## src/rtl/control_unit.sv

```systemverilog
// control_unit
//
// Purpose:
//   Main control decoder for a single-issue RISC-V datapath. It turns the
//   7-bit major opcode into the seven datapath control signals. Every
//   control bit is registered, so the outputs show the decode of the
//   opcode sampled at the previous rising clock edge. They hold steady
//   between edges no matter how OPCode moves.
//
// Ports:
//   clk      in   1  sole clock; all state changes on its rising edge
//   rst_n    in   1  synchronous active-low reset; forces every output to 0
//   OPCode   in   7  instruction bits [6:0]
//   ALUOp    out  2  00 add, 01 subtract/compare, 10 R-type funct, 11 I-type funct
//   Branch   out  1  conditional branch
//   MemRead  out  1  data-memory read enable
//   MemWrite out  1  data-memory write enable
//   MemToReg out  1  writeback select (1 = memory data, 0 = ALU result)
//   ALUSrc   out  1  operand B select (1 = immediate, 0 = rs2)
//   RegWrite out  1  register-file write enable

module control_unit (
  input  logic       clk,
  input  logic       rst_n,
  input  logic [6:0] OPCode,
  output logic [1:0] ALUOp,
  output logic       Branch,
  output logic       MemRead,
  output logic       MemWrite,
  output logic       MemToReg,
  output logic       ALUSrc,
  output logic       RegWrite
);

  typedef enum logic [6:0] {
    OP_RTYPE  = 7'b0110011,
    OP_LOAD   = 7'b0000011,
    OP_STORE  = 7'b0100011,
    OP_BRANCH = 7'b1100011,
    OP_ITYPE  = 7'b0010011
  } opcode_e;

  logic [1:0] aluOp_d,    aluOp_q;
  logic       branch_d,   branch_q;
  logic       memRead_d,  memRead_q;
  logic       memWrite_d, memWrite_q;
  logic       memToReg_d, memToReg_q;
  logic       aluSrc_d,   aluSrc_q;
  logic       regWrite_d, regWrite_q;

  // Combinational decode. Each case item compares the full 7-bit opcode.
  // Any opcode that is not listed falls through to the all-zero NOP defaults.
  // A NOP writes no register, touches no memory and does not branch.
  always_comb begin
    aluOp_d    = 2'b00;
    branch_d   = 1'b0;
    memRead_d  = 1'b0;
    memWrite_d = 1'b0;
    memToReg_d = 1'b0;
    aluSrc_d   = 1'b0;
    regWrite_d = 1'b0;
    case (OPCode)
      OP_RTYPE: begin
        aluOp_d    = 2'b10;
        regWrite_d = 1'b1;
      end
      OP_LOAD: begin
        memRead_d  = 1'b1;
        memToReg_d = 1'b1;
        aluSrc_d   = 1'b1;
        regWrite_d = 1'b1;
      end
      OP_STORE: begin
        memWrite_d = 1'b1;
        aluSrc_d   = 1'b1;
      end
      OP_BRANCH: begin
        aluOp_d  = 2'b01;
        branch_d = 1'b1;
      end
      OP_ITYPE: begin
        aluOp_d    = 2'b11;
        aluSrc_d   = 1'b1;
        regWrite_d = 1'b1;
      end
      default: ;
    endcase
  end

  // Output registers. Reset is sampled only at the clock edge, so it
  // overrides that edge's decode. Decoding resumes on the first edge
  // after release, with no dead cycle.
  always_ff @(posedge clk) begin
    if (!rst_n) begin
      aluOp_q    <= 2'b00;
      branch_q   <= 1'b0;
      memRead_q  <= 1'b0;
      memWrite_q <= 1'b0;
      memToReg_q <= 1'b0;
      aluSrc_q   <= 1'b0;
      regWrite_q <= 1'b0;
    end else begin
      aluOp_q    <= aluOp_d;
      branch_q   <= branch_d;
      memRead_q  <= memRead_d;
      memWrite_q <= memWrite_d;
      memToReg_q <= memToReg_d;
      aluSrc_q   <= aluSrc_d;
      regWrite_q <= regWrite_d;
    end
  end

  assign ALUOp    = aluOp_q;
  assign Branch   = branch_q;
  assign MemRead  = memRead_q;
  assign MemWrite = memWrite_q;
  assign MemToReg = memToReg_q;
  assign ALUSrc   = aluSrc_q;
  assign RegWrite = regWrite_q;

endmodule

```

## config.mk

```make
export PLATFORM = sky130hd
export DESIGN_NAME = control_unit
export DESIGN_NICKNAME = d
export VERILOG_FILES = /design/src/rtl/control_unit.sv
export SDC_FILE = /design/constraint.sdc
export NUM_CORES = 1
export LEC_CHECK = 0
export ABC_CLOCK_PERIOD_IN_PS = 800
export BUFFER_PORTS_ARGS = -buffer_cell sky130_fd_sc_hd__buf_2
export CORE_AREA = 3 3 40 42
export DETAILED_ROUTE_END_ITERATION = 7
export DIE_AREA = 0 0 43 45
export GPL_TIMING_DRIVEN = 1
export HOLD_SLACK_MARGIN = 0.1
export PLACE_DENSITY = 0.52
export SYNTH_ARGS = -nofsm -noshare
export SYNTH_HDL_FRONTEND = slang
export SYNTH_SLANG_ARGS = --single-unit
```

## constraint.sdc

```tcl
create_clock -name clk -period 0.8 [get_ports clk]
set_input_delay 0.08 -clock clk [delete_from_list [all_inputs] [get_ports clk]]
set_output_delay 0.08 -clock clk [all_outputs]
set_load 0.005 [all_outputs]
```

==> key figures, run 1 <==
Min path
  – Critical hold path startpoint: OPCode[5]
  – Hold WC Path Type: in -> reg
  – Min-Delay Path Depth: 3

Critical path
  – Cell Chain, Critical Path: buf_2
  – Crit path buf inv count: 1
  – Kind of cell adding the most delay to the critical path: flip-flops
  – CP arrival: 680 ps
  – CP endpoint kind: output port
  – Kind of critical path: reg -> out
  – CP required: 720 ps
  – CP max-delay cell: dfxtp_2
  – Critical Path Start Type: flop
  – Slowest stage delay, CP: 310 ps
  – Critical path depth: 1
  – CP Max Fanout: 2
  – Crit. Startpoint: MemToReg

Route
  – Post-route ant nets: 0
  – Via/cell ratio: 4.050
  – Total routed wirelength: 527 um
  – Initial DRC Count: 3
  – First drt pass iteration count: 4
  – Drt drc: 0
  – Vias: 243
  – DR WL/cell: 8.783 um

STA
  – Final Slew Violations: 0
  – RSZ-0062 raised after global routing: no
  – Slew margin rel.: 83.23%
  – Fin Setup TNS: 0 ps
  – Max Freq: 1321 MHz
  – Slew of the pin with the lowest slew margin: 248.1 ps
  – Fin crit period: 756.9 ps
  – Final setup vio count: 0
  – Hold Vio Cnt, Final: 0
  – PnR worst setup slack: 43.07 ps
  – Crit share post-route: 94.62%

Global routing
  – Number of global-route vias before repair: 246
  – First-pass GRT wire length: 897 um
  – Initial antenna violation count: 0
  – GR Util All Layers: 6.750%
  – Largest net degree at the start of global routing: 8
  – Total congestion overflow: 0

Synth
  – Post-synth top area cell: dfxtp_1
  – Most frequent cells after synthesis: dfxtp_1 (7), nor3_1 (2), nor4b_1 (2)
  – #FFs+latches synth: 7
  – Synth top area cells: dfxtp_1 (55%), nor4b_1 (6.8%), a2111oi_2 (5.9%)
  – Mapped Area: 256.5 sq um
  – Top cell type's share of synthesized area: 54.63%
  – Synthesized instance count: 22
  – Syn_area_per_cell: 11.66 sq um
  – Ys Warns: 0
  – Register area share after synthesis: 54.63%
  – Ys flop type: dfxtp_1
  – FFs w/ async S/R, synth: 0%
  – Synth Net Count: 31
  – Most frequent cell after synthesis: dfxtp_1
  – Library cells used by synthesis: 14
  – Post-synth EDFFs: 0

Clocking
  – Root Buffer: clkbuf_4
  – CTS tree: done
  – Clock net sink count: 7
  – CTS buffer count: 3
  – Clk slew on worst S/H paths: 50 ps
  – CTS Buffer Depth: 2
  – H-tree depth: 1
  – Post-CTS setup buffers: 0

Final layout
  – Nets: 55
  – Share of cells above drive strength 1: 60.00%
  – Fin cells: 60
  – Fin area: 409.1 sq um
  – P&R area growth vs syn: 59.51%
  – # diodes: 0

Die
  – Die H: 45 um
  – Die area: 1935 sq um
  – FP Rows: 13
  – Chip width: 43 um
  – Starting density of the core: 19.96%
  – Core ar.: 1285 sq um
  – Io pins: 17

Flow run
  – Max-Cap Viols: 0

Power and ir drop
  – Pwr Density: 1812 nW/um^2
  – VDD IR-drop max: 497.5 uV
  – Static leakage: 0.1895 nW

Placed design
  – Placed insts: 56
  – Post-place setup slack: -82.02 ps
  – Placed wire-length estimate: 429.9 um
  – Final GP Congestion: 0.7293
  – Port-buffer cells: 16
  – Dpl cell area: 381.6 sq um

Run status
  – Run status: completed
layout make-up:
| cell class | instances | area (sq um) |
|---|---|---|
| multi-input cells | 12 | 101.3 |
| fillers | 136 | 875.8 |
| clock buffers | 4 | 26.28 |
| inverters | 1 | 3.754 |
| well taps | 15 | 18.77 |
| repair buffers | 21 | 117.6 |
| flip-flops and latches | 7 | 141.4 |
per-stage QoR:
step                utilization (%)  total power, W  hold slack [ps]
finish                        31.84       0.0007415            98.74
global route                  31.84       0.0007811            106.8
CTS                           31.74       0.0007539            99.34
detailed placement            29.70       0.0004286            372.7
global placement              29.70       0.0004289            384.3
floorplan                         -       0.0003807            156.7
kinds of logic after synthesis:
| family | Yosys count | share of synthesized area [%] |
|---|---|---|
| buffers and inverters | 3 | 5.852 |
| flip-flops | 7 | 54.63 |
| AND/OR/NAND/NOR | 10 | 28.79 |
| AO/OA/AOI/OAI | 2 | 10.73 |
sequential cells by signal, summed over array words and instances (netlist names):
signal,flops
ALUOp,2
MemToReg,1
MemWrite,1
Branch,1
ALUSrc,1
RegWrite,1
path summary, 6_finish.rpt:
| kind | end | slack, ps |
|---|---|---|
| worst max-delay path | MemToReg | 40 |
| worst min-delay path | MemToReg | 100 |
per-layer routing:
metal,wire (um),share of wire (%),up-vias,global-route usage [%]
met5,0,0,-,0
met3,38,7.2,2,1.195
met1,211,40,104,6.039
met2,265,50,10,10.48
met4,11,2.1,0,10.84
li1,-,-,127,-
report_power, final:
group | total [W] | switching (W) | internal, W
registers | 0.000351 | 0.000000386 | 0.000351
clock network | 0.000320 | 0.000130 | 0.000190
logic | 0.0000697 | 0.0000306 | 0.0000391
placed cells by master, fill, tap and decap left out, types with 2 or more instances in the layout:
cell	Yosys	final
dfxtp_1	7	6
clkbuf_4	0	3
nor4b_1	2	2
buf_4	1	5
buf_2	0	16
nor3_1	2	2
repair_timing:
action,CTS,global route
hold endpoints to repair,1,0
setup endpoints to repair,0,2
gates resized for setup,0,1
Power figures use the tool's default switching activity.
==> run 2: changes to the inputs <==
- MAX_ROUTING_LAYER: unset -> met4
- RECOVER_POWER: unset -> 25
==> run 2 against run 1 <==
Power decreased by 0.28%. Global-route usage increased by 0.20 points. Via count increased by 2.9%. Largest cell class unchanged. Highest routed layer unchanged. Final cell count unchanged. Critical endpoint unchanged. Die area unchanged. Critical path type unchanged.
==> key figures, run 2 (synthesized netlist as in run 1, its figures left out) <==
Clocking
  – Clock net sink count: 7
  – H-tree depth: 1
  – Root Buffer: clkbuf_4
  – CTS Buffer Depth: 2
  – CTS buffer count: 3
  – Post-CTS setup buffers: 0
  – Clk slew on worst S/H paths: 50 ps
  – CTS tree: done

STA
  – Crit share post-route: 94.51%
  – Hold Vio Cnt, Final: 0
  – Fin crit period: 756.1 ps
  – Max Freq: 1323 MHz
  – Slew margin rel.: 77.42%
  – Final hold slack: 98.01 ps
  – Final setup vio count: 0
  – Final Slew Violations: 0
  – RSZ-0062 raised after global routing: no
  – Slew of the pin with the lowest slew margin: 338.6 ps

Die
  – Die area: 1935 sq um
  – Starting density of the core: 19.96%
  – Core ar.: 1285 sq um
  – FP Rows: 13
  – Die H: 45 um
  – Chip width: 43 um
  – Io pins: 17

Route
  – Vias: 250
  – Via/cell ratio: 4.167
  – Initial DRC Count: 3
  – DR WL/cell: 8.733 um
  – Total routed wirelength: 524 um
  – Post-route ant nets: 0
  – First drt pass iteration count: 2
  – Drt drc: 0

Power and ir drop
  – Psw: 0.0001601 W
  – Seq pwr share: 47.5%
  – Switch share: 21.66%
  – Clock share of power: 43.2%
  – Combinational Power Share: 9.3%
  – Static leakage: 0.1864 nW
  – Pwr Density: 1824 nW/um^2
  – Internal power: 0.0005793 W
  – VDD IR-drop max: 498.1 uV

Critical path
  – Crit path buf inv count: 1
  – Slowest stage delay, CP: 310 ps
  – Cell Chain, Critical Path: buf_2
  – Kind of cell adding the most delay to the critical path: flip-flops
  – CP endpoint kind: output port
  – CP arrival: 680 ps
  – CP Max Fanout: 2
  – Kind of critical path: reg -> out
  – CP max-delay cell: dfxtp_2
  – CP required: 720 ps
  – Critical Path Start Type: flop

Final layout
  – Nets: 55
  – P&R area growth vs syn: 58.05%
  – # diodes: 0
  – Final Util: 31.55%
  – Max reg flops: 2
  – Most frequent cells in the layout: buf_2 (16), dfxtp_1 (6), buf_4 (4), clkbuf_4 (3)
  – Share of cells above drive strength 1: 57.78%
  – Commonest non-fill, non-tap cell in the layout: buf_2

Global routing
  – Largest net degree at the start of global routing: 8
  – Number of global-route vias before repair: 246
  – First-pass GRT wire length: 897 um
  – Initial antenna violation count: 0
  – Total congestion overflow: 0
  – GR Util All Layers: 6.953%

Min path
  – Hold WC Path Type: in -> reg

Placed design
  – Final GP Congestion: 0.7381
  – Port-buffer cells: 16
  – Placed wire-length estimate: 429.9 um

Flow run
  – Max-Cap Viols: 0

Run status
  – Run status: completed
## run 2: changes by cell type in the layout (fill, tap and decap cells not counted)
cell / previous run / this run
buf_4: 5 / 4
clkbuf_1: 1 / 2
## run 2: layout make-up
class / count / area (sq um)
timing repair buffer: 21 / 113.9
fill: 138 / 879.6
sequential: 7 / 141.4
clock buffer: 4 / 26.28
multi-input combinational: 12 / 101.3
tap: 15 / 18.77
inverter: 1 / 3.754
## run 2: repair_timing
item / 4_1_cts / 5_1_grt
resized for setup: 0 / 1
setup endpoints to repair: 0 / 2
hold endpoints to repair: 1 / 0
## run 2: path summary, 6_finish.rpt
kind | end | from | slack (ps) | cells past startpoint
worst min-delay path | MemToReg | OPCode[5] | 100 | 3
worst max-delay path | MemToReg | MemToReg | 40 | 1
## run 2: power by group through the flow
stage / clock (W) / sequential [W] / combinational, W
2_1_floorplan: 0 / 0.000359 / 0.0000217
3_3_place_gp: 0 / 0.000359 / 0.0000703
3_5_place_dp: 0 / 0.000359 / 0.0000699
4_1_cts: 0.000333 / 0.000351 / 0.0000701
5_1_grt: 0.000352 / 0.000351 / 0.0000765
6_report: 0.000319 / 0.000351 / 0.0000688
## run 2: metrics by stage
| step | instance area (sq um) | setup TNS [ps] | power, W | cells | worst slack [ps] |
|---|---|---|---|---|---|
| after floorplan | 256.5 | 0 | 0.0003807 | 22 | 72.37 |
| after global placement | 381.6 | -303.1 | 0.0004289 | 56 | -92.63 |
| after detailed placement | 381.6 | -333.4 | 0.0004286 | 56 | -82.02 |
| after CTS | 407.9 | 0 | 0.0007539 | 60 | 32.50 |
| after global routing | 405.4 | 0 | 0.0007800 | 60 | 10.54 |
| final | 405.4 | 0 | 0.0007394 | 60 | 43.91 |
## run 2: per-layer routing
layer,GRT usage (%),vias up,share of wire (%)
met1,6.039,109,39
met4,10.84,0,4.4
li1,-,127,-
met2,10.48,11,49
met5,-,-,0
met3,1.195,3,7.3
